`src/rtl/vcxo_pkg.sv`:
```
// Shared types and constants for the VCXO discipline loop sequencer.
// Holds the FSM state set, step ladder thresholds/sizes and datapath widths.
package vcxo_pkg;

  typedef enum logic [2:0] {
    IDLE   = 3'd0,
    ARM    = 3'd1,
    WAIT   = 3'd2,
    CALC   = 3'd3,
    ADJUST = 3'd4,
    CLAMP  = 3'd5
  } vcxo_state_e;

  localparam int MEAS_W = 32;
  localparam int CORR_W = 8;
  localparam int CALC_W = 34;
  localparam int ERR_W  = 32;
  localparam int PWM_W  = 16;
  localparam int SUM_W  = 18;
  localparam int STEP_W = 8;

  localparam int THR_FINE   = 1;
  localparam int THR_MID    = 10;
  localparam int THR_COARSE = 50;

  localparam int STEP_FINE   = 1;
  localparam int STEP_MID    = 20;
  localparam int STEP_COARSE = 100;

endpackage

```
`src/rtl/vcxo_step_calc.sv`:
```
// Combinational step ladder: maps a frequency error onto a signed duty step.
// in_band flags an error within the fine threshold (counts toward lock).
module vcxo_step_calc
  import vcxo_pkg::*;
(
  input  logic signed [ERR_W-1:0]  err,
  output logic signed [STEP_W-1:0] step,
  output logic                     in_band
);

  // Negative error means the VCXO runs slow, so the duty is pushed up.
  always_comb begin
    step = '0;
    if (err < -THR_COARSE)      step = STEP_W'(STEP_COARSE);
    else if (err < -THR_MID)    step = STEP_W'(STEP_MID);
    else if (err < -THR_FINE)   step = STEP_W'(STEP_FINE);
    else if (err > THR_COARSE)  step = STEP_W'(-STEP_COARSE);
    else if (err > THR_MID)     step = STEP_W'(-STEP_MID);
    else if (err > THR_FINE)    step = STEP_W'(-STEP_FINE);
  end

  assign in_band = (err >= -THR_FINE) && (err <= THR_FINE);

endmodule

```
`src/rtl/vcxo_loop_sequencer.sv`:
```
// VCXO discipline loop: requests gated counts, computes the frequency error,
// steps and clamps the PWM duty setpoint, and tracks lock / holdover status.
module vcxo_loop_sequencer
  import vcxo_pkg::*;
#(
  parameter int VCXO_NOMINAL   = 12288000,
  parameter int PWM_MAX        = 32000,
  parameter int PWM_INIT       = 16000,
  parameter int LOCK_COUNT     = 8,
  parameter int TIMEOUT_CYCLES = 2000000
) (
  input  logic                     clk_in,
  input  logic                     reset_n,
  input  logic                     enable,
  input  logic signed [CORR_W-1:0] VCXO_correction,
  output logic                     meas_start,
  input  logic                     meas_done,
  input  logic [MEAS_W-1:0]        meas_count,
  output logic signed [ERR_W-1:0]  freq_error,
  output logic signed [PWM_W-1:0]  PWM,
  output logic                     locked,
  output logic                     holdover
);

  localparam int TO_W = (TIMEOUT_CYCLES > 2) ? $clog2(TIMEOUT_CYCLES) : 1;
  localparam int LK_W = $clog2(LOCK_COUNT + 1);
  localparam logic [TO_W-1:0] TO_LAST = TO_W'(TIMEOUT_CYCLES - 1);

  localparam logic signed [CALC_W-1:0] ERR_HI =
    {{(CALC_W-ERR_W+1){1'b0}}, {(ERR_W-1){1'b1}}};
  localparam logic signed [CALC_W-1:0] ERR_LO = ~ERR_HI;

  function automatic logic signed [ERR_W-1:0] sat_err(input logic signed [CALC_W-1:0] x);
    if (x > ERR_HI)      return ERR_HI[ERR_W-1:0];
    else if (x < ERR_LO) return ERR_LO[ERR_W-1:0];
    else                 return x[ERR_W-1:0];
  endfunction

  function automatic logic signed [PWM_W-1:0] clamp_pwm(input logic signed [SUM_W-1:0] s);
    if (s < 0)                     return '0;
    else if (s > SUM_W'(PWM_MAX))  return PWM_W'(PWM_MAX);
    else                           return s[PWM_W-1:0];
  endfunction

  vcxo_state_e              state, state_nxt;
  logic                     meas_ok, timeout;
  logic [TO_W-1:0]          to_cnt;
  logic [LK_W-1:0]          streak;
  logic [MEAS_W-1:0]        count_p0;
  logic signed [SUM_W-1:0]  sum_p1;
  logic signed [CALC_W-1:0] diff_p0;
  logic signed [STEP_W-1:0] step;
  logic                     in_band, far_off;

  vcxo_step_calc u_step (
    .err     (freq_error),
    .step    (step),
    .in_band (in_band)
  );

  // A step of the mid size or larger means |e| exceeded the mid threshold.
  assign far_off = (step >= STEP_W'(STEP_MID)) || (step <= STEP_W'(-STEP_MID));

  assign diff_p0 = $signed({2'b00, count_p0}) - CALC_W'(VCXO_NOMINAL)
                 + CALC_W'(VCXO_correction);

  always_ff @(posedge clk_in or negedge reset_n) begin
    if (!reset_n) state <= IDLE;
    else          state <= state_nxt;
  end

  always_comb begin
    state_nxt = state;
    meas_ok   = 1'b0;
    timeout   = 1'b0;
    case (state)
      IDLE:   if (enable) state_nxt = ARM;
      ARM:    state_nxt = enable ? WAIT : IDLE;
      WAIT: begin
        if (!enable) begin
          state_nxt = IDLE;
        end else if (meas_done) begin
          meas_ok   = 1'b1;
          state_nxt = CALC;
        end else if (to_cnt == TO_LAST) begin
          timeout   = 1'b1;
          state_nxt = ARM;
        end
      end
      CALC:   state_nxt = enable ? ADJUST : IDLE;
      ADJUST: state_nxt = enable ? CLAMP  : IDLE;
      CLAMP:  state_nxt = enable ? ARM    : IDLE;
      default: state_nxt = IDLE;
    endcase
  end

  // Stage p0: count capture; stage p1: stepped (unclamped) duty.
  always_ff @(posedge clk_in) begin
    if (meas_ok)                 count_p0 <= meas_count;
    if (state == ADJUST)         sum_p1   <= SUM_W'(PWM) + SUM_W'(step);
  end

  always_ff @(posedge clk_in or negedge reset_n) begin
    if (!reset_n) begin
      meas_start <= 1'b0;
      freq_error <= '0;
      PWM        <= PWM_W'(PWM_INIT);
      locked     <= 1'b0;
      holdover   <= 1'b0;
      streak     <= '0;
      to_cnt     <= '0;
    end else begin
      meas_start <= (state == ARM) && enable;

      if (state == ARM)       to_cnt <= '0;
      else if (state == WAIT) to_cnt <= to_cnt + TO_W'(1);

      if (meas_ok) holdover <= 1'b0;
      if (timeout) begin
        holdover <= 1'b1;
        locked   <= 1'b0;
        streak   <= '0;
      end

      if (state == CALC && enable) freq_error <= sat_err(diff_p0);

      if (state == ADJUST && enable) begin
        if (in_band) begin
          if (streak < LK_W'(LOCK_COUNT))     streak <= streak + LK_W'(1);
          if (streak >= LK_W'(LOCK_COUNT - 1)) locked <= 1'b1;
        end else begin
          streak <= '0;
          if (far_off) locked <= 1'b0;
        end
      end

      if (state == CLAMP) PWM <= clamp_pwm(sum_p1);

      // Parking the loop drops lock; holdover reflects the last measurement.
      if (!enable && state != IDLE) begin
        locked <= 1'b0;
        streak <= '0;
      end
    end
  end

endmodule

```
`config.mk`:
```
export PLATFORM = sky130hd
export DESIGN_NAME = vcxo_loop_sequencer
export DESIGN_NICKNAME = d
export VERILOG_FILES = /design/src/rtl/vcxo_pkg.sv /design/src/rtl/vcxo_step_calc.sv /design/src/rtl/vcxo_loop_sequencer.sv
export SDC_FILE = /design/constraint.sdc
export NUM_CORES = 1
export LEC_CHECK = 0
export CORE_MARGIN = 2
export CORE_UTILIZATION = 56
export DETAILED_ROUTE_END_ITERATION = 16
export PLACE_DENSITY = 0.84
export SLEW_MARGIN = 5
export SYNTH_ARGS = -nofsm -noshare
export SYNTH_HDL_FRONTEND = slang
export SYNTH_SLANG_ARGS = --single-unit
```
`constraint.sdc`:
```
create_clock -name clk_in -period 9.37 [get_ports clk_in]
set_clock_uncertainty 0.1 [all_clocks]
set_input_delay 1.874 -clock clk_in [delete_from_list [all_inputs] [get_ports clk_in]]
set_output_delay 1.874 -clock clk_in [all_outputs]
set_load 0.05 [all_outputs]
```
== Word level (Yosys, flattened, before mapping) ==
Cells that the tools add are included.
W data, S select, Z words.

* Bits in registers: 128
* Latch bits: 0
* Bits in writable memories: 0
* Bits in read-only memories: 0
* Input bits: 44
* Output and inout port bits: 51
* Word-level logic and storage cells: 92
* Memories: 0

* Add/subtract/negate cells: 5
* Multiply operators: 0
* Divide/modulo/power cells: 0
* $lt $le $gt $ge: 16
* Eq/ne operators: 8
* Shift-type cells: 0
* Multiplexer cells: 41
* Bitwise gates (word level): 0
* Reduce and logical (&&, ||, !) cells: 12

{| class="wikitable"
|+ Operators with widths
! kind !! number
|-
| $mux W32 || 2
|-
| $mux W8 || 6
|-
| $mux W21 || 2
|-
| $add A33 B8 Y34 || 1
|-
| $gt A34 B32 Y1 const B || 1
|-
| $lt A34 B32 Y1 const B || 1
|-
| $sub A32 B24 Y33 const B || 1
|-
| $ge A32 B1 Y1 const B || 1
|-
| $gt A32 B2 Y1 const B || 1
|-
| $gt A32 B5 Y1 const B || 1
|-
| $gt A32 B7 Y1 const B || 1
|-
| $le A32 B2 Y1 const B || 1
|-
| $lt A32 B1 Y1 const B || 1
|-
| $lt A32 B5 Y1 const B || 1
|-
| $lt A32 B7 Y1 const B || 1
|-
| $mux W16 || 2
|-
| $add A21 B1 Y21 const B || 1
|-
| $eq A21 B21 Y1 const B || 1
|-
| $mux W4 || 5
|-
| $mux W3 || 6
|-
| $pmux W3 S6 || 1
|-
| $add A16 B8 Y17 || 1
|-
| $gt A17 B16 Y1 const B || 1
|-
| $lt A17 B1 Y1 const B || 1
|-
| 19 further kinds || 41
|}

== Logic depth before layout (Yosys ltp) ==
Gate-level depths: netlist (run 1).

* Word-level depth: 13
* Mapped depth: 21
* Mapped depth without buffers: 19

== By module ==
A second synthesis (run 1) with hierarchy kept.

* Cells, all modules: 793
* Area total of the unflattened synthesis: 8,164.1 sq um

{| class="wikitable"
|+ Modules (own cells, without submodules)
! module !! times used !! cells an instance !! area an instance (sq um) !! sequential area each (sq um)
|-
| vcxo_loop_sequencer || 1 || 742 || 7,810.0 || 3,455.8
|-
| vcxo_step_calc || 1 || 51 || 354.1 || 0.0
|}

== Least setup slack after synthesis (run 1) ==
No wires, ideal clock.

* Kind: in2reg
* Start: input port VCXO_correction[7]
* End: register freq_error[11]
* Setup time: 0.141 ns
* Data arrival time: 4.491 ns
* Data required time: 9.129 ns
* Setup slack: 4.638 ns
* Cell stages on the path: 13
* Path buffers: 2
* Path through: ha_1 > a211o_1 > a2111oi_0 > a21oi_1 > a31o_2 > a311oi_2 > nor3_1 > or3_1 > a21o_1 > nand2_1 > buf_4 > buf_6 > a31oi_1

* Word-level cells in the longest chain between the ends: 4
* Elaborated cells between the ends (all ways): 5
* Those cells by class: add/sub (1); order compare (2); mux (2)

{| class="wikitable"
|+ Ends and longest elaborated chain
! element !! line !! source
|-
| from (decl) || vcxo_loop_sequencer.sv:15 || <nowiki>input logic signed [CORR_W-1:0] VCXO_correction,</nowiki>
|-
| $add A33 B8 Y34 * || vcxo_loop_sequencer.sv:65 || <nowiki>+ CALC_W'(VCXO_correction);</nowiki>
|-
| $lt A34 B32 Y1 || vcxo_loop_sequencer.sv:35 || <nowiki>else if (x < ERR_LO) return ERR_LO[ERR_W-1:0];</nowiki>
|-
| $mux W32 || vcxo_loop_sequencer.sv:35 ||
|-
| $mux W32 * || vcxo_loop_sequencer.sv:34 || <nowiki>if (x > ERR_HI) return ERR_HI[ERR_W-1:0];</nowiki>
|-
| to (signal assigned) || vcxo_loop_sequencer.sv:125 || <nowiki>if (state == CALC && enable) freq_error <= sat_err(diff_p0);</nowiki>
|-
| to (decl) || vcxo_loop_sequencer.sv:19 || <nowiki>output logic signed [ERR_W-1:0] freq_error,</nowiki>
|}

Mark *: on every way between the ends. The rest lies on a longest branch, timed or not.
A chain may end at the register's enable or synchronous reset.

== Worst setup path in the final report (run 1) ==
* Start: input port VCXO_correction[7]
* End: register freq_error[13]

Same word-level chain as after synthesis.

==> reports/metrics.csv, run 1 <==
stage,metric,value,unit
sta,WHS,395.5,ps
sta,max-slew violations,0,
drt,Iter 0 DRT Violations,514,
clock_tree,post-CTS sizing,0,
clock_tree,Clock Sinks,128,
placement,HPWL Detailed,12.60,mm
clock_tree,H-tree depth,4,
grt,initial antenna violation count,0,
layout,fin util,69.26,%
clock_tree,CTS tree,yes,
power_and_ir_drop,cell-internal power,1476,uW
setup_path,CP Data Arrival Time,6500,ps
clock_tree,Clock Latency Late Sink,420,ps
layout,"Net count, final",1015,
floorplan,initial core utilization,56.93,%
placement,routability cong.,0.8983,
clock_tree,CTS Buffer Depth,2,
setup_path,crit end category,register,
clock_tree,Worst-path clk slew,60,ps
setup_path,worst-path cell chain,clkdlybuf4s50_1 -> ha_1 -> a211o_1 -> a2111oi_0 -> a21oi_1 -> a31o_2 -> a311oi_2 -> nor3_1 -> or3_1 -> a21o_1 -> nand2_1 -> a31oi_1,
sta,Period minus WS final,6347,ps
yosys,Synth Warn #,0,
setup_path,Startpoint Class,input pin,
yosys,syn_area_per_cell,9.564,sq um
sta,"Setup violations, final",0,
drt,uppermost layer routed,met4,
setup_path,Worst Path Max Fanout,29,
drt,WL/cell,15.50,um
clock_tree,post-CTS setup buffer count,0,
drt,vias per cell,5.821,
yosys,syn_nets,921,
power_and_ir_drop,Net Sw Power,1007,uW
clock_tree,Num CTS Buffers,17,
clock_tree,clock root buffer,clkbuf_16,
grt,grt ovf,0,
grt,first-pass GRT wire length,28.89,mm
floorplan,die area,15020,sq um
drt,Antenna Nets Post-Route,0,
setup_path,sum of buffers and inverters on the critical path,1,
layout,Syn-to-layout area delta,21.67,%
status,status,"complete, no violations",
drt,routed wire length,17.20,mm
hold_path,worst min path class,register to register,
drt,1st-pass router iterations,5,
drt,WL met2,8.676,mm
drt,routed wl met3,651,um
sta,RSZ-0062 raised after global routing,false,
grt,gr usage total,24.39,%
yosys,Seq cells post-synth,128,
drt,Remaining DRCs,0,
placement,post-place setup slack,2674,ps
power_and_ir_drop,peak supply drop,0.0001794,V
clock_tree,Post-CTS Hold Buffers,0,
sta,worst setup margin,3023,ps
power_and_ir_drop,Clk pwr share,26.3,%
sta,Tcrit/Tclk final,67.74,%
yosys,post-synth cell types,65,
setup_path,data required time at the worst endpoint,9520,ps
sta,f_max,0.1575,GHz
layout,most frequent cells in the layout,"nand2_1, clkdlybuf4s50_1, nor2_1",
floorplan,Die Y-Extent,122.6,um
floorplan,Site Rows,43,
grt,number of global-route vias before repair,6210,
floorplan,Core Region,13830,sq um
yosys,Mapped Cells,823,
layout,Antenna diodes,0,
drt,wire length on met1,7.498,mm
job,Max-Cap Viols,0,
power_and_ir_drop,sequential share of power,33.5,%
grt,largest net degree at the start of global routing,80,
power_and_ir_drop,Leak,0.004039,uW
setup_path,CP max-delay cell,clkdlybuf4s50_1,
setup_path,crit-path max cell delay,1180,ps
sta,Setup TNS,0,ps
sta,Slew headroom,28.08,%
yosys,Mapped Area,7871,sq um
floorplan,Die Span X,122.6,um
sta,Fin. Hold Viols,0,
sta,worst-margin pin slew,1075,ps
power_and_ir_drop,switching share of total power,40.55,%
yosys,number of synthesized flops with an enable pin,49,
yosys,most frequently used flop master after synthesis,dfrtp_1,
power_and_ir_drop,power share of the combinational group,40.2,%
layout,share of layout cells above drive strength 1,6.129,%
power_and_ir_drop,Cell Pwr Density,259.3,nW/um^2
yosys,asr flop ratio synth,61.72,%
floorplan,# IOs,95,
yosys,post-synthesis sequential area ratio,43.90,%
placement,Port Buffers,94,
drt,Vias,6461,
setup_path,"CP delay by family, top",compound AO/OA/AOI/OAI gates,
setup_path,Setup Crit Path Kind,input pin to register,
[sequential cells by signal (all words and copies together) (netlist names)]
register	cells
holdover	1
to_cnt	21
state	3
meas_start	1
sum_p1	17
locked	1
count_p0	32
streak	4
PWM	16
freq_error	32
[power by group through the flow]
stage	Combinational [uW]	Clock (uW)	Sequential, uW
after global routing	1070	692	846
final	998	654	832
after global placement	969	0	832
after floorplan	392	0	1110
after detailed placement	990	0	837
after CTS	999	662	828
[synthesized netlist by cell type, drive strengths merged (5+ instances only)]
| cell type | count | area share [%] |
|---|---|---|
| a21oi | 55 | 3.5 |
| xnor2 | 41 | 4.6 |
| and2 | 7 | 0.56 |
| inv | 18 | 0.86 |
| dfstp | 6 | 2.0 |
| buf | 6 | 0.49 |
| or3 | 6 | 0.48 |
| nor2 | 93 | 4.4 |
| ha | 52 | 8.3 |
| nand2 | 93 | 4.4 |
| nor4 | 14 | 1.1 |
| edfxtp | 49 | 19 |
| nand3 | 15 | 0.95 |
| o31ai | 7 | 0.73 |
| a211oi | 6 | 0.57 |
| nand2b | 8 | 0.64 |
| o21ai | 38 | 2.4 |
| nor3 | 13 | 0.83 |
| and3 | 13 | 1.0 |
| o211ai | 5 | 0.48 |
| clkbuf | 17 | 0.81 |
| xor2 | 33 | 3.7 |
| dfrtp | 73 | 23 |
| o21bai | 5 | 0.48 |
| nand4 | 16 | 1.3 |
| a22o | 10 | 1.1 |
| a21o | 30 | 2.9 |
| a31oi | 36 | 2.9 |
[layer usage]
| layer | global-route usage (%) | vias up |
|---|---|---|
| met5 | 0 | - |
| met4 | 8.908 | 0 |
| met3 | 4.833 | 35 |
| met2 | 42.95 | 161 |
| met1 | 29.63 | 3036 |
| li1 | - | 3229 |
[worst paths after layout]
path	start	end	slack [ps]	cells past startpoint
max	VCXO_correction[7]	freq_error[13]	3020	12
min	sum_p1[4]	PWM[4]	400	1
max reg2reg	freq_error[31]	sum_p1[15]	4390	17
min reg2reg	sum_p1[4]	PWM[4]	400	1
max in group asynchronous	reset_n	PWM[15]	7060	1
min in group asynchronous	reset_n	freq_error[11]	1510	1
[cell families after synthesis]
family / count (synthesis) / synth area share [%]
mux: 2 / 0.2702
buf+inv: 41 / 2.162
flops: 128 / 43.90
fa+ha+maj: 55 / 8.917
simple gates: 297 / 17.60
xor+xnor: 74 / 8.234
compound gates: 226 / 18.92
[layout make-up]
| class | count | area, sq um |
|---|---|---|
| Inverter | 18 | 67.56 |
| Multi-Input combinational cell | 654 | 4259 |
| Clock buffer | 20 | 500.5 |
| Fill cell | 1064 | 4250 |
| Tap cell | 180 | 225.2 |
| Sequential cell | 128 | 3456 |
| Clock inverter | 12 | 100.1 |
| Timing Repair Buffer | 98 | 968.4 |
[stage by stage]
stage	instances	area, sq um	power [uW]
finish	1110	9577	2484
global route	1110	9577	2607
CTS	1110	9570	2489
detailed placement	1078	8970	1827
global placement	1078	8970	1801
floorplan	823	7871	1499
Power figures use the tool's default switching activity.
==> run 2, diff against run 1 <==
Clock period 9.37 ns to 6.2 ns, I/O delays scaled along.
==> run 2 against run 1 <==
Against the previous run: die area unchanged; worst setup slack got worse by 1800 ps; combinational power up 50%; cell count barely moved; clock-buffer cell count rose by 3; largest cell class unchanged; flip-flop and latch count unchanged.
==> reports/metrics.csv, run 2 (synthesis results as in run 1) <==
stage,metric,value,unit,change
status,status,"complete, no violations",,
sta,Tcrit/Tclk final,80.30,%,
layout,share of layout cells above drive strength 1,6.122,%,-0.0066 points
power_and_ir_drop,Leak,0.004034,uW,-0.12%
clock_tree,Num CTS Buffers,17,,unchanged
layout,Antenna diodes,0,,unchanged
sta,Period minus WS final,4979,ps,
setup_path,Setup Crit Path Kind,register to register,,
drt,vias per cell,5.835,,+0.25%
clock_tree,H-tree depth,4,,unchanged
layout,Top Registers,"count_p0: 32 flops, freq_error: 32 flops, to_cnt: 21 flops",,
hold_path,min-delay src,sum_p1[4],,
setup_path,R2R setup slack,1220,ps,-3170 ps
floorplan,Die Y-Extent,122.6,um,unchanged
grt,gr usage total,24.62,%,+0.23 points
grt,grt ovf,0,,unchanged
clock_tree,Clock Latency Late Sink,430,ps,about the same
sta,max-slew violations,0,,unchanged
hold_path,worst min path class,register to register,,
clock_tree,CTS tree,yes,,
power_and_ir_drop,Cell Pwr Density,387.5,nW/um^2,+49%
sta,Setup TNS,0,ps,unchanged
drt,Iter 0 DRT Violations,570,,+11%
sta,f_max,0.2008,GHz,
grt,initial antenna violation count,0,,unchanged
grt,largest net degree at the start of global routing,80,,unchanged
setup_path,worst-path cell chain,nand4_1 -> nor4_1 -> nand2_1 -> or3_1 -> ha_1 -> nand2_1 -> inv_1 -> or2_2 -> ha_1 -> a21oi_1 -> o21bai_1 -> maj3_2 -> a41o_1 -> a2111oi_2 -> o21bai_1 -> a21oi_1 -> xnor2_1,,
grt,first-pass GRT wire length,28.82,mm,-0.24%
hold_path,worst hold endpoint,PWM[4],,
clock_tree,Worst-path clk slew,50,ps,about the same
clock_tree,clock root buffer,clkbuf_16,,
setup_path,CP max-delay cell,dfrtp_1,,
layout,fin util,69.11,%,-0.15 points
placement,HPWL Detailed,12.65,mm,+0.36%
floorplan,Site Rows,43,,unchanged
drt,Remaining DRCs,0,,unchanged
floorplan,Core Region,13830,sq um,unchanged
placement,routability cong.,0.8611,,-4.1%
floorplan,initial core utilization,56.93,%,unchanged
drt,Antenna Nets Post-Route,0,,unchanged
floorplan,die area,15020,sq um,unchanged
floorplan,# IOs,95,,unchanged
drt,routed wire length,17.27,mm,+0.37%
floorplan,Die Span X,122.6,um,unchanged
clock_tree,Clock Sinks,128,,unchanged
clock_tree,Post-CTS Hold Buffers,0,,unchanged
setup_path,CP Data Arrival Time,5050,ps,-1450 ps
placement,Port Buffers,94,,unchanged
layout,most frequent cells in the layout,"nand2_1, clkdlybuf4s50_1, nor2_1",,
placement,Area after DPL,8977,sq um,about the same
clock_tree,CTS Buffer Depth,2,,unchanged
sta,Slew headroom,19.68,%,-8.4 points
layout,Syn-to-layout area delta,21.40,%,
setup_path,R2R cell count,17,,unchanged
clock_tree,post-CTS sizing,0,,unchanged
drt,1st-pass router iterations,5,,unchanged
setup_path,crit-path max cell delay,530,ps,-650 ps
grt,number of global-route vias before repair,6106,,-1.7%
sta,Fin. Hold Viols,0,,unchanged
job,Max-Cap Viols,0,,unchanged
clock_tree,post-CTS setup buffer count,0,,unchanged
setup_path,crit end category,register,,
sta,"Setup violations, final",0,,unchanged
setup_path,Startpoint Class,register,,
power_and_ir_drop,peak supply drop,0.0002546,V,+42%
setup_path,r2r startpoint,freq_error[31],,
layout,"Net count, final",1016,,+0.099%
layout,final instance area,9555,sq um,-0.22%
setup_path,Worst Path Max Fanout,11,,-62%
sta,worst-margin pin slew,1202,ps,+126.6 ps
sta,RSZ-0062 raised after global routing,false,,
hold_path,hold path depth,1,,unchanged
setup_path,data required time at the worst endpoint,6270,ps,-3250 ps
drt,Vias,6483,,+0.34%
setup_path,reg-to-reg endpoint,sum_p1[15],,
drt,WL/cell,15.54,um,+0.28%
==> run 2: cell types whose count changed in the layout (fill, tap and decap cells not counted), sizes merged <==
cell	change
clkinvlp	-1
inv	-2
buf	+1
clkinv	+1
bufinv	-1
clkbuf	+3
==> run 2: worst max-delay path, delay by kind of cell (launching register included) <==
family                     cells  cell delay [ps]
AOI/OAI and AO/OA              6             1340
xor gates and xnor gates       1               90
adders and majority gates      3              980
buffers and inverters          1              200
DFF                            1              530
and+or+nand+nor                6             1490
==> run 2: stage by stage <==
stage	worst slack, ps	instances	hold slack (ps)	power [uW]
after floorplan	1513	823	368.2	2265
after global placement	917.2	1079	377.1	2723
after detailed placement	846.8	1079	378.9	2759
after CTS	1205	1111	392.7	3713
after global routing	773.8	1111	408.9	3895
final	1221	1111	391.7	3703
==> run 2: worst max path at each step <==
stage	start	to	cells after the start
2_1_floorplan	freq_error[23]	sum_p1[15]	17
3_3_place_gp	VCXO_correction[7]	freq_error[15]	13
3_5_place_dp	VCXO_correction[7]	freq_error[12]	13
4_1_cts	freq_error[31]	sum_p1[15]	17
5_1_grt	VCXO_correction[7]	freq_error[17]	13
6_report	freq_error[31]	sum_p1[15]	17
==> run 2: routing by layer <==
metal	GRT usage [%]	wire length, um	vias up
li1	-	-	3229
met1	30.26	7342	3053
met2	41.98	8770	168
met3	6.320	753	33
met4	8.764	399	0
met5	0	0	-
==> run 2: power by group <==
part	internal [uW]	leakage (uW)	switching [uW]
clock	585	0.000285	364
combinational	549	0.00232	949
sequential	1060	0.00142	193
==> run 2: layout make-up <==
cell class,instances,area (sq um)
repair buffers,99,975.9
well taps,180,225.2
clock inverters,9,51.30
multi-input cells,654,4259
clock buffers,23,520.5
flip-flops and latches,128,3456
inverters,18,67.56
fillers,1021,4272
==> patch 1 (settings of run 2) <==
Re-encode `vcxo_state_e` (6 states) as one-hot, 6 bits wide.
--- a/src/rtl/vcxo_pkg.sv
+++ b/src/rtl/vcxo_pkg.sv
@@ -2,13 +2,13 @@
 // Holds the FSM state set, step ladder thresholds/sizes and datapath widths.
 package vcxo_pkg;
 
-  typedef enum logic [2:0] {
-    IDLE   = 3'd0,
-    ARM    = 3'd1,
-    WAIT   = 3'd2,
-    CALC   = 3'd3,
-    ADJUST = 3'd4,
-    CLAMP  = 3'd5
+  typedef enum logic [5:0] {
+    IDLE   = 6'b000001,
+    ARM    = 6'b000010,
+    WAIT   = 6'b000100,
+    CALC   = 6'b001000,
+    ADJUST = 6'b010000,
+    CLAMP  = 6'b100000
   } vcxo_state_e;
 
   localparam int MEAS_W = 32;
Behaviour: no difference found for any inputs over 10 cycles, from zero or initial values and one cycle with reset_n low; not proved beyond that.
==> patch 1 against run 2 <==
- core utilization down 0.40 points
- wire length up 15%
- count of clock-buffer cells in the layout down 3
- power down 22%
- sequential cell count up 3
- setup slack better by 0.015 ns
- area after synthesis up 6.8%
- combinational power down 38%
- cell area up 4.9%
- largest power group is now registers
- highest routed layer unchanged
==> patch 1: results (changes against run 2) <==
- Multi-input logic area: 4666 um^2 (was 4259 um^2)
- Top post-synthesis cells by count: nand2_1, nor2_1, a21oi_1, dfrtp_1, edfxtp_1 (was nand2_1, nor2_1, dfrtp_1, a21oi_1, ha_1)
- Post-synth EDFFs: 49 (unchanged)
- Skew-Pair Late Insertion Delay: 0.43 ns (about the same)
- NetSw: 0.9690 mW (was 1.506 mW)
- Pin count of the biggest net entering global routing: 83 (was 80)
- Hold Crit Start: sum_p1[1] (was sum_p1[4])
- Peak supply drop: 0.2068 mV (was 0.2546 mV)
- DRT Pass-1 Iters: 6 (was 5)
- Cts repair resizes: 0 (unchanged)
- Worst-margin pin slew: 0.9992 ns (was 1.202 ns)
- Gp weighted congestion: 0.9246 (was 0.8611)
- Ys async rst share: 62.60% (was 61.72%)
- Synth Flop Type: dfrtp_1 (unchanged)
- Crit path from: VCXO_correction[7] (was freq_error[31])
- Lkg Pwr: 4.165 nW (was 4.034 nW)
- Seq. pwr: 1.01 mW (was 1.26 mW)
- Proportion of layout cells with a drive suffix above 1: 5.882% (was 6.122%)
- Status: finished, final reports clean (unchanged)
- Final cell count without fillers: 1170 (was 1111)
- Max incr delay on CP: 0.80 ns (was 0.53 ns)
- Dpl ws: 0.8569 ns (was 0.8468 ns)
- IO buf count: 94 (unchanged)
- Placed cell areas: 9464 um^2 (was 8977 um^2)
- Reg2reg path depth: 17 (unchanged)
- Switching fraction of total power: 33.49% (was 40.67%)
- Synth cell types: 78 (was 65)
- First DRT Iteration DRCs: 620 (was 570)
- Highest-delay cell along the critical path: clkdlybuf4s50_1 (was dfrtp_1)
- Layout Nets: 1062 (was 1016)
- Reg2Reg Setup Slack: 1.42 ns (was 1.22 ns)
- Vias in the first global route: 6876 (was 6106)
- Hold_ws: 0.4014 ns (was 0.3917 ns)
- Post-CTS Setup Bufs: 0 (unchanged)
- First-pass GRT wire length: 33.02 mm (was 28.82 mm)
- Worst R2R Start: count_p0[15] (was freq_error[31])
- Share of the yosys chip area belonging to registers: 42.03% (was 43.90%)
- CP endpoint: freq_error[20] (was sum_p1[15])
- Filler cells: 1117 (was 1021)
- Worst-path clk slew: 0.06 ns
- Post-DP HPWL: 14.29 mm (was 12.65 mm)
- All-Layer GR Usage: 25.49% (was 24.62%)
- Vias: 7211 (was 6483)
- Synth area leaders: dfrtp_1, edfxtp_1, ha_1, a21oi_1, xnor2_1 (was dfrtp_1, edfxtp_1, ha_1, xnor2_1, nand2_1)
- Crit-path max FO: 25 (was 11)
- Drt total wl: 19.91 mm (was 17.27 mm)
- Syn_nets: 982 (was 921)
- Hold EP: PWM[1] (was PWM[4])
- Combinational power: 0.935 mW (was 1.50 mW)
- Worst EP arrival: 5.23 ns (was 5.05 ns)
- Syn Area/Cell: 9.410 um^2 (was 9.564 um^2)
==> patch 1: cell count changes after synthesis, sizes merged, moves of 8 or more <==
cell / delta
a41oi: +10
a21oi: +26
nor2: -11
clkbuf: +14
o31ai: +8
ha: -9
a211oi: +9
a221o: +8
a31oi: -33
==> patch 1: per-layer routing <==
layer	track usage [%]	wire, um	up-vias
met2	42.88	9877	231
met5	0	0	-
met4	8.920	360	0
met1	32.24	8619	3445
met3	6.158	1055	34
li1	-	-	3501
==> patch 1: logic make-up after synthesis <==
group	after synthesis	synth area share (%)
XOR/XNOR	75	7.817
multiplexers	5	0.5956
AND/OR/NAND/NOR	315	18.48
AO/OA/AOI/OAI	267	21.37
adder cells (fa/ha/maj)	47	7.132
buffers and inverters	53	2.576
flip-flops	131	42.03
==> patch 1: layout make-up <==
class                   instances  area share, %
multi-input cells             709          46.55
flip-flops and latches        131          35.24
repair buffers                101          9.886
clock buffers                  20          4.456
well taps                     184          2.297
clock inverters                12          1.061
inverters                      13         0.5118
==> patch 2 (flow settings as in run 2) <==
Without the edit above. Set the parameter `PWM_MAX` to 16384 (it was 32000).
--- a/src/rtl/vcxo_loop_sequencer.sv
+++ b/src/rtl/vcxo_loop_sequencer.sv
@@ -4,7 +4,7 @@
   import vcxo_pkg::*;
 #(
   parameter int VCXO_NOMINAL   = 12288000,
-  parameter int PWM_MAX        = 32000,
+  parameter int PWM_MAX        = 16384,
   parameter int PWM_INIT       = 16000,
   parameter int LOCK_COUNT     = 8,
   parameter int TIMEOUT_CYCLES = 2000000
Formal check against the unedited RTL: no difference found for any inputs over 10 cycles, from zero or initial values and one cycle with reset_n low; that may be too few to reach the edited logic, so the function may still have changed.
==> patch 2 against run 2 <==
- die area increased by 2.3%
- setup slack got worse by 0.15 ns
- power decreased by 1.5%
- critical path depth unchanged
- synthesized cell count decreased by 2.6%
- area after synthesis increased by 2.4%
- wire length increased by 11%
- cell area increased by 2.5%
- non-clock buffer count increased by 3
- sequential cell count unchanged
==> patch 2: results (changes against run 2) <==
- Logic pwr share: 38.3% (was 40.5%)
- Layout Nets: 997 (was 1016)
- Top post-synthesis cells by count: nand2_1, nor2_1, dfrtp_1, ha_1, edfxtp_1 (was nand2_1, nor2_1, dfrtp_1, a21oi_1, ha_1)
- Multi-input gate count: 632 (was 654)
- F_max: 0.1948 GHz (was 0.2008 GHz)
- Crit-path max FO: 9 (was 11)
- Max incr delay on CP: 0.67 ns (was 0.53 ns)
- Top-area cell type share of the netlist area: 22.67% (was 23.21%)
- DRT Pass-1 Iters: 6 (was 5)
- Seq. pwr: 1.22 mW (was 1.26 mW)
- Power per cell area: 372.1 nW/um^2 (was 387.5 nW/um^2)
- Reg2Reg Setup Slack: 1.07 ns (was 1.22 ns)
- Lkg Pwr: 4.057 nW (was 4.034 nW)
- Synth area leaders: dfrtp_1, edfxtp_1, ha_1, nand2_1, xnor2_1 (was dfrtp_1, edfxtp_1, ha_1, xnor2_1, nand2_1)
- Post-DP HPWL: 13.92 mm (was 12.65 mm)
- Syn_nets: 901 (was 921)
- Inverters: 17 (was 18)
- Filler cells: 1037 (was 1021)
- Highest-delay cell along the critical path: a2111oi_0 (was dfrtp_1)
- Clkbuf count: 19 (was 23)
- Proportion of layout cells with a drive suffix above 1: 9.440% (was 6.122%)
- Metal2 WL: 9.561 mm (was 8.770 mm)
- Met1 wire length: 8.167 mm (was 7.342 mm)
- Drt total wl: 19.16 mm (was 17.27 mm)
- Status: finished, final reports clean (unchanged)
- Switching fraction of total power: 40.15% (was 40.67%)
- Synth cell types: 69 (was 65)
- All-Layer GR Usage: 25.92% (was 24.62%)
- First-pass GRT wire length: 30.72 mm (was 28.82 mm)
- Fraction of area in non-clock buffers: 10.32% (was 10.21%)
- Clk tree area frac: 6.144% (was 5.984%)
- First DRT Iteration DRCs: 563 (was 570)
- Non-clk bufs: 102 (was 99)
- Peak supply drop: 0.2509 mV (was 0.2546 mV)
- Multi-input logic area: 4438 um^2 (was 4259 um^2)
==> patch 2: cell types whose count changed in the layout (fill, tap and decap cells not counted), sizes merged, moves of 6 or more <==
cell	run 2	this run
o311ai	1	25
a31oi	36	9
a22o	10	16
a21o	30	19
nor2	93	77
nand3	15	24
==> patch 2: cells by family (layout without fill, tap and decap cells) <==
family | count (synthesis) | count (layout) | synth area share, %
AND/OR/NAND/NOR | 289 | 289 | 17.00
XOR/XNOR | 74 | 74 | 8.275
AO/OA/AOI/OAI | 213 | 213 | 20.74
multiplexers | 1 | 1 | 0.1242
flip-flops | 128 | 128 | 42.88
adder cells (fa/ha/maj) | 55 | 55 | 8.725
buffers and inverters | 42 | 151 | 2.251
==> patch 2: worst paths after layout <==
check	end
max in group asynchronous	to_cnt[7]
worst min-delay path	PWM[11]
worst max-delay path	sum_p1[16]
worst min register to register	PWM[11]
min in group asynchronous	freq_error[6]
worst max register to register	sum_p1[16]
==> patch 2: critical path: cells and delay by family, from the launching register on <==
family / cells / cell delay [ns]
flops: 1 / 0.55
compound gates: 8 / 1.98
simple gates: 6 / 1.43
fa+ha+maj: 3 / 0.96
==> patch 2: stage by stage <==
step	utilization (%)	worst slack, ns	hold WS [ns]	cell area [um^2]	cells
finish	70.03	1.067	0.3984	9796	1091
global route	70.03	0.8213	0.4178	9796	1091
CTS	70.03	1.118	0.3985	9796	1091
detailed placement	65.72	0.9726	0.3842	9194	1059
global placement	65.72	1.007	0.3732	9194	1059
floorplan	-	1.654	0.3287	8059	802
==> patch 2: per-layer routing <==
metal	track usage, %	vias up
met5	0	-
met4	10.81	0
met3	5.723	41
met2	43.44	214
met1	32.50	3215
li1	-	3207
